### config.mk
export PLATFORM = sky130hd
export DESIGN_NAME = seg_scan
export DESIGN_NICKNAME = d
export VERILOG_FILES = /design/src/rtl/seg_scan.sv
export SDC_FILE = /design/constraint.sdc
export NUM_CORES = 1
export LEC_CHECK = 0
export ABC_AREA = 0
export CAP_MARGIN = 20
export CORE_AREA = 4 4 56 58
export CTS_CLUSTER_DIAMETER = 80
export DETAILED_ROUTE_END_ITERATION = 10
export DIE_AREA = 0 0 60 62
export DONT_BUFFER_PORTS = 1
export GPL_TIMING_DRIVEN = 0
export PLACE_DENSITY = 0.74
export SETUP_SLACK_MARGIN = 0.02
export SKIP_CTS_REPAIR_TIMING = 1
export SYNTH_ARGS = -nofsm -noshare
export SYNTH_HDL_FRONTEND = slang
export SYNTH_SLANG_ARGS = --single-unit
### constraint.sdc
create_clock -name clk -period 2.2 [get_ports clk]
set_input_delay 0.66 -clock clk [delete_from_list [all_inputs] [get_ports clk]]
set_output_delay 0.66 -clock clk [all_outputs]
set_load 0.03 [all_outputs]
### src/rtl/seg_scan.sv
// seg_scan: multiplexed scanner for a common-anode 4-digit 7-segment display.
// Lights one digit per DIV-cycle slot, with BLANK leading dark cycles per slot
// to suppress ghosting, and pulses frame at the end of every full 4-digit scan.
// Build option: define SEG_SCAN_LATCH_EN to capture hexs into a shadow register
// at each frame start, so a frame never mixes old and new data.
module seg_scan #(
  parameter int DIV   = 50000,
  parameter int BLANK = 1000
) (
  input  logic        clk,
  input  logic        reset,
  input  logic        enable,
  input  logic [27:0] hexs,
  output logic [3:0]  an,
  output logic [6:0]  seg,
  output logic        frame
);

  localparam int CW = (DIV > 2) ? $clog2(DIV) : 1;
  localparam logic [CW-1:0] LAST = CW'(DIV - 1);

  if (DIV < 2 || BLANK < 0 || BLANK >= DIV) begin : g_bad_params
    $error("seg_scan: illegal parameters DIV=%0d BLANK=%0d", DIV, BLANK);
  end

  logic [CW-1:0] cnt_q, cnt_d;
  logic [1:0]    idx_q, idx_d;
  logic [3:0]    an_q, an_d;
  logic [6:0]    seg_q, seg_d;
  logic          frame_q, frame_d;
  logic [27:0]   src;
  logic [6:0]    field;
  logic          lit;

  // Slot counter and digit index; disable parks the scan at digit 0, cycle 0.
  always_comb begin
    cnt_d = cnt_q;
    idx_d = idx_q;
    if (!enable) begin
      cnt_d = '0;
      idx_d = '0;
    end else if (cnt_q == LAST) begin
      cnt_d = '0;
      idx_d = idx_q + 2'd1;
    end else begin
      cnt_d = cnt_q + CW'(1);
    end
  end

`ifdef SEG_SCAN_LATCH_EN
  logic [27:0] shadow_q, shadow_d;

  // Frame-start capture; feeding shadow_d forward lets a BLANK=0 digit 0 show
  // the freshly captured data in its very first lit cycle.
  always_comb begin
    shadow_d = shadow_q;
    if (cnt_q == '0 && idx_q == 2'd0) shadow_d = hexs;
    src = shadow_d;
  end

  // Shadow register for frame-coherent segment data.
  always_ff @(posedge clk or posedge reset) begin
    if (reset) shadow_q <= '1;
    else       shadow_q <= shadow_d;
  end
`else
  // Live data path: segment data follows hexs with one cycle of latency.
  always_comb begin
    src = hexs;
  end
`endif

  // Output decode for the next cycle: blank/lit phase, anode select, segment field.
  always_comb begin
    field = src[27:21];
    case (idx_q)
      2'd0: field = src[27:21];
      2'd1: field = src[20:14];
      2'd2: field = src[13:7];
      2'd3: field = src[6:0];
      default: field = src[27:21];
    endcase
    lit     = enable && (int'(cnt_q) >= BLANK);
    an_d    = lit ? ~(4'b1000 >> idx_q) : '1;
    seg_d   = lit ? field : '1;
    frame_d = enable && (idx_q == 2'd3) && (cnt_q == LAST);
  end

  // State and registered outputs; reset darkens the display immediately.
  always_ff @(posedge clk or posedge reset) begin
    if (reset) begin
      cnt_q   <= '0;
      idx_q   <= '0;
      an_q    <= '1;
      seg_q   <= '1;
      frame_q <= 1'b0;
    end else begin
      cnt_q   <= cnt_d;
      idx_q   <= idx_d;
      an_q    <= an_d;
      seg_q   <= seg_d;
      frame_q <= frame_d;
    end
  end

  assign an    = an_q;
  assign seg   = seg_q;
  assign frame = frame_q;

endmodule

# [Word level (Yosys, flattened, before mapping)]
# Cells that the tools add are included.
# Widths: inputs -> output; s select.
[totals] elab_cells=26 reg_bits=30 in_bits=31 output_inout_bits=12
[classes] shift=1 reduce_logical=4 bitwise=1 n_eq_ne=5 n_mux=7 addsub=2 order_cmp=1
[op_table] cell="$mux 16" n=2
[op_table] cell="$pmux 7 s4" n=1
[op_table] cell="$add 16x1->16 const B" n=1
[op_table] cell="$eq 16x16->1 const B" n=1
[op_table] cell="$ge 16x10->1 const B" n=1
[op_table] cell="$mux 7" n=1
[op_table] cell="$eq 2x2->1 const B" n=2
[op_table] cell="$mux 2" n=2
[op_table] cell="$mux 4" n=1
[op_table] cell="$not 4->4" n=1
[op_table] cell="$shr 4x2->4 const A" n=1
[op_table] cell="$logic_and 1x1->1" n=3
[op_table] cell="$add 2x1->2 const B" n=1
[op_table] cell="$eq 2x1->1 const B" n=1
[op_table] cell="$logic_not 2->1" n=1
[op_table] cell="$ne 2x1->1 const B" n=1

# [Logic depth before layout (Yosys ltp)]
# Gate-level depths: netlist of run 1.
[logic_depth] ltp_word=3 mapped_depth=7 ltp_nobuf=6

# [Worst setup path after synthesis of run 1]
# No wires, ideal clock.
[synth_timing] kind="register -> register" startpoint="reg cnt_q[13]" endpoint="reg idx_q[0]" n_path_buf=1 stages_incl_launch_ff=6 setup_ns=0.119 arrival_ns=1.847 required_time_ns=2.081 slack_ns=0.234 period_less_slack_ns=1.966 path_cell_list="dfrtp_1 or4_4 or4_4 buf_6 xnor2_1 and2_1"
[synth_via] elab_chain_len=2
[synth_lines] item="start: declaration" line="26" rtl="logic [CW-1:0] cnt_q, cnt_d;"
[synth_lines] item="start signal: assignment" line="98" rtl="cnt_q <= cnt_d;"
[synth_lines] item="$eq 16x16->1" line="42" rtl="end else if (cnt_q == LAST) begin"
[synth_lines] item="$ne 2x1->1 (no source line)"
[synth_lines] item="end signal: assignment" line="99" rtl="idx_q <= idx_d;"
[synth_lines] item="end: declaration" line="27" rtl="logic [1:0] idx_q, idx_d;"
# Every way passes these cells.
# A chain may end at the register's enable or synchronous reset.

# [Final worst setup path of run 1]
[layout_timing] startpoint="reg cnt_q[13]" endpoint="reg cnt_q[12]"
[layout_via] elab_chain_len=3
[layout_lines] item="$eq 16x16->1" line="42"
[layout_lines] item="$mux 16" line="42"
[layout_lines] item="$mux 16" line="39" rtl="if (!enable) begin"
[layout_lines] item="net cnt_d[12]" line="26"
# The timed path passes the listed nets, and every way through them passes these cells.

==> impl_metrics.tcl, run 1 <==
set metrics [dict create \
    layout.nets 202 \
    maxCapViolCount 0 \
    dr.pass1.iters 4 \
    clock_skew_ps 18.1 \
    synth_top_area_share_pct 30.6 \
    synth.area.top_cells "dfrtp_1, dfstp_2, ha_1" \
    synth_largest_area_cell "dfrtp_1" \
    run_status "completed" \
    clock_path_buffers 2 \
    slowest_stage "or4_4" \
    ys.warnings.count 0 \
    layout-drive-gt1-share_pct 16.4 \
    post_drt_wl_per_cell_um 15.4 \
    wl_mm 3.02 \
    worstSetupStartpointType "register" \
    ys_async_sr_fraction_pct 100 \
    irDropWorstVdd_uv 561 \
    path_class "reg2reg" \
    root_buffer "clkbuf_4" \
    viasPerCell 5.80 \
    fillers 221 \
    drc 0 \
    die_x_um 60 \
    slew_violations 0 \
    slowest_delay_ps 560 \
    initial_core_util_pct 58.3 \
    finalSetupViolations 0 \
    yosysMostFrequentCell "nand2_1" \
    grt_pass1_vias 1175 \
    cp_top_family "simple AND/OR/NAND/NOR gates" \
    gr-total-overflow 0 \
    startpoint "cnt_q[13]" \
    netlist_top_cells_count "nand2_1, dfrtp_1, nor2_1, dfstp_2, xnor2_1" \
    cp-end-kind "register" \
    area_growth_pct 7.90 \
    hp-class "in2async" \
    grt_pass1_wl_mm 5.07 \
    ys.flop_type "dfrtp_1" \
    rsz0062_at_grt "no" \
    ys_ff_latch 30 \
    drt-initial-drc-count 39 \
    antenna_left 0 \
    cts_buffers 5 \
    netlist_instances 156 \
    tightest_slew_ps 498 \
    finalHoldViolCount 0 \
    path_max_fanout 10 \
    port_buffers 0 \
    boundaryPins 43 \
    p_leak_nw 0.647 \
    crit_top_cell "or4_4" \
    cts.sinks 30 \
    clk_pin_slew_ps 110 \
    postSynthNetCount 194 \
    hold_ws_ps 221 \
    netlist_area_um2 1550 \
    rows 19 \
    core_area_um2 2660 \
    worstPathArrival_ps 2270 \
    gp_congestion 0.828 \
    reg2reg_from "cnt_q[13]" \
    min_period_ps 2050 \
    insertion_delay_ps 340 \
    grt_usage_pct 19.0 \
    path_cells "or4_4, or4_4, buf_6, nand2_4, buf_8, nor2_1" \
    max_freq_mhz 487 \
    grt_antenna_before_repair 0 \
    cts_max_level 2 \
    diodes 0 \
    syn_area_per_cell_um2 9.95 \
    grt_max_degree 31 \
    vias 1136 \
    tns_ps 0 \
    cp_num_buf_inv 2 \
    synth-edff-count 0 \
    relSlewSlack_pct 66.8 \
    dp_hpwl_mm 2.32 \
    required_ps 2420 \
    fin_crit_sh_pct 93.3 \
    die_height_um 62 \
    yosys.cell_types.count 32 \
    power.density_nw_per_um2 548 \
    yosysSeqAreaShare_pct 49.3 \
    cts_tree "yes" \
    dieArea_um2 3720 \
]
layout by cell type (no fill, tap or decap), drive strengths merged, types with 5 or more instances in the layout:
cell type   n
nand2      24
dfrtp      19
nor2       16
dfstp      11
clkbuf     11
xnor2      10
inv         9
o21ai       8
a222oi      7
ha          7
nand3       5
nor4        5
metal layers:
layer | vias to the layer above | part of all wire [%] | routed length (um) | track usage, %
met5 | - | 0 | 0 | 0
met4 | 0 | 2.7 | 82 | 10.8
met2 | 43 | 47 | 1430 | 31.2
li1 | 560 | - | - | -
met1 | 525 | 43 | 1300 | 21.3
met3 | 8 | 7.0 | 211 | 7.02
worst register-to-register path: cells and delay by family (launching register included):
family                 cells  cell delay [ps]
flip-flops                 1              420
buffers and inverters      2              280
AND/OR/NAND/NOR            4             1250
path summary, 6_finish.rpt:
| kind | depth (start not counted) | slack (ps) | end |
|---|---|---|---|
| setup / recovery | 6 | 150 | cnt_q[12] |
| hold / removal | 1 | 220 | frame |
| setup reg to reg | 6 | 150 | cnt_q[12] |
| hold reg to reg | 1 | 510 | cnt_q[0] |
| max in group asynchronous | 2 | 1430 | seg[0] |
| min in group clk | 1 | 450 | idx_q[0] |
layout make-up:
type | instances | area [um2] | area share, %
repair buffers | 1 | 27.5 | 1.64
multi-input cells | 110 | 708 | 42.3
inverters | 9 | 33.8 | 2.02
well taps | 31 | 38.8 | 2.32
clock buffers | 6 | 41.3 | 2.47
clock inverters | 2 | 15.0 | 0.897
flip-flops and latches | 30 | 764 | 45.7
plain buffers | 7 | 45.0 | 2.69
power by group:
part	internal (mW)	switching [mW]	total [mW]	leakage, nW
Combinational	0.0152	0.0218	0.0370	0.244
Sequential	0.557	0.00553	0.562	0.379
Clock	0.125	0.194	0.319	0.0245
Total	0.697	0.221	0.918	0.647
registers in the layout, indices dropped and copies added, names as in the netlist:
name,count
seg,7
an,4
frame,1
cnt_q,16
idx_q,2
cell families after synthesis:
family                   synth area share (%)
XOR/XNOR                                 7.34
AND/OR/NAND/NOR                          23.0
multiplexers                            0.645
flip-flops                               49.3
AO/OA/AOI/OAI                            9.03
adder cells (fa/ha/maj)                  5.64
buffers and inverters                    5.08
metrics by stage:
stage / util, % / setup WS [ps] / area [um2] / cells / total power [mW]
2_1_floorplan: - / 234 / 1550 / 156 / 0.596
3_3_place_gp: 59.7 / 155 / 1590 / 187 / 0.603
6_report: 62.9 / 148 / 1670 / 196 / 0.918
5_1_grt: 62.9 / 69.1 / 1670 / 196 / 0.964
3_5_place_dp: 59.7 / 142 / 1590 / 187 / 0.605
4_1_cts: 61.8 / 132 / 1650 / 195 / 0.927
No activity file was read; power rests on OpenSTA's default activity.
==> run 2, diff against run 1 <==
--- a/config.mk
+++ b/config.mk
@@ -5,15 +5,16 @@
 export SDC_FILE = /design/constraint.sdc
 export NUM_CORES = 1
 export LEC_CHECK = 0
-export ABC_AREA = 0
+export ABC_AREA = 1
 export CAP_MARGIN = 20
-export CORE_AREA = 4 4 56 58
+export CORE_AREA = 4 4 59 61
 export CTS_CLUSTER_DIAMETER = 80
+export CTS_CLUSTER_SIZE = 20
 export DETAILED_ROUTE_END_ITERATION = 10
-export DIE_AREA = 0 0 60 62
+export DIE_AREA = 0 0 63 65
 export DONT_BUFFER_PORTS = 1
 export GPL_TIMING_DRIVEN = 0
-export PLACE_DENSITY = 0.74
+export PLACE_DENSITY = 0.72
 export SETUP_SLACK_MARGIN = 0.02
 export SKIP_CTS_REPAIR_TIMING = 1
 export SYNTH_ARGS = -nofsm -noshare
==> run 2 against run 1 <==
Sequential power up 2%; flip-flop and latch count unchanged; maximum frequency up 26%; synthesized cell count up 32%; register-to-register slack better by 490 ps; global-route usage down 0.90 points; highest routed layer unchanged.
==> impl_metrics.tcl, run 2 <==
set metrics [dict create \
    synth_top_area_share_pct 28.2 \
    boundaryPins 43 \
    root_buffer "clkbuf_4" \
    layout.nets 252 \
    gr-total-overflow 0 \
    core_area_um2 2980 \
    dpl-instance-area_um2 1750 \
    drc 0 \
    dr.pass1.iters 5 \
    fillers 250 \
    largest-register "cnt_q" \
    hp-class "in2async" \
    ys_ff_latch 30 \
    clock_path_buffers 2 \
    finalHoldViolCount 0 \
    largest_reg_flops 16 \
    rsz0062_at_grt "no" \
    design_area_um2 1830 \
    clock_skew_ps 14.9 \
    power_mw 1.11 \
    ys.warnings.count 0 \
    netlist_area_um2 1690 \
    netlist_top_cells_count "nand2_1, nor2_1, nand3_1, dfrtp_1, inv_1" \
    slew_violations 0 \
    grt_pass1_vias 1310 \
    syn_area_per_cell_um2 8.18 \
    port_buffers 0 \
    tns_ps 0 \
    final_cell_mix "nand2_1, nor2_1, nand3_1" \
    final_common_cell "nand2_1" \
    netlist_instances 206 \
    yosysSeqAreaShare_pct 45.4 \
    cts_buffers 5 \
    grt_pass1_wl_mm 5.73 \
    vias 1388 \
    area_growth_pct 8.76 \
    layout-drive-gt1-share_pct 18.6 \
    cts_tree "yes" \
    power.density_nw_per_um2 608 \
    antenna_left 0 \
    path_class "reg2out" \
    finalSetupViolations 0 \
    min_period_ps 1630 \
    rows 20 \
    drt-initial-drc-count 66 \
    postSynthNetCount 244 \
    cp-end-kind "output port" \
    tightest_slew_ps 571 \
    reg2reg_from "idx_q[0]" \
    gp_congestion 0.797 \
    grt_usage_pct 18.1 \
    run_status "completed" \
    r2r-end "seg[4]" \
    relSlewSlack_pct 61.9 \
    yosysMostFrequentCell "nand2_1" \
    die_height_um 65 \
    initial_core_util_pct 56.6 \
    wl_met2_mm 1.73 \
    maxCapViolCount 0 \
    grt_antenna_before_repair 0 \
    synth.area.top_cells "dfrtp_1, dfstp_2, nand2_1" \
    dp_hpwl_mm 2.71 \
    worstSetupStartpointType "register" \
    synth-edff-count 0 \
    ys.flop_type "dfrtp_1" \
    max_freq_mhz 613 \
    path_max_fanout 1 \
    grt_max_degree 18 \
    viasPerCell 5.60 \
    irDropWorstVdd_uv 467 \
    worstPathArrival_ps 970 \
    clk_pin_slew_ps 100 \
    p_leak_nw 0.735 \
    die_x_um 63 \
    cts_max_level 2 \
    required_ps 1540 \
    synth_largest_area_cell "dfrtp_1" \
    diodes 0 \
    dieArea_um2 4100 \
    post_drt_wl_per_cell_um 14.0 \
    cp.depth 0 \
    insertion_delay_ps 340 \
    reg2reg_slack_ps 640 \
    wl_mm 3.48 \
    met1_length_mm 1.48 \
    topRoutingLayerUsed "met4" \
    yosys.cell_types.count 26 \
    r2r_cells 7 \
    wl_met3_um 200 \
    cts.sinks 30 \
    fin_crit_sh_pct 74.2 \
    ys_async_sr_fraction_pct 100 \
]
## run 2: worst max path at each step
stage / from / endpoint
global route: idx_q[0] / seg[4]
CTS: seg[1] / seg[1]
finish: seg[1] / seg[1]
detailed placement: idx_q[0] / seg[4]
floorplan: idx_q[0] / seg[5]
global placement: reset / idx_q[1]
## run 2: metal layers
layer  up-vias  GRT usage, %
met5         -             0
met4         0          7.71
met3         9          6.76
met2        47          27.8
met1       650          22.7
li1        682             -
## run 2: logic make-up (layout without fill, tap and decap cells)
logic type,after synthesis,in the layout,synth area share (%)
fa+ha+maj,7,7,5.20
compound gates,15,15,4.83
flops,30,30,45.4
buf+inv,24,33,5.79
simple gates,124,124,35.7
xor+xnor,6,6,3.12
## run 2: where the power goes
| group | total (mW) | internal (mW) | switching, mW |
|---|---|---|---|
| Sequential | 0.572 | 0.561 | 0.0102 |
| Clock | 0.407 | 0.218 | 0.189 |
| Combinational | 0.136 | 0.0476 | 0.0880 |
| Total | 1.11 | 0.827 | 0.287 |
## run 2: stage by stage
step	utilization [%]	setup slack, ps	hold slack, ps	cells
finish	61.6	568	267	248
global route	61.6	449	283	248
CTS	61.6	565	286	248
detailed placement	58.9	671	450	240
global placement	58.0	621	450	239
floorplan	-	874	429	206
## run 2: layout make-up
class | count | area [um2] | share of cell area [%]
well taps | 33 | 41.3 | 2.25
inverters | 18 | 67.6 | 3.69
repair buffers | 1 | 27.5 | 1.50
flip-flops and latches | 30 | 764 | 41.7
clock buffers | 8 | 78.8 | 4.30
multi-input cells | 152 | 823 | 44.9
plain buffers | 6 | 30.0 | 1.64
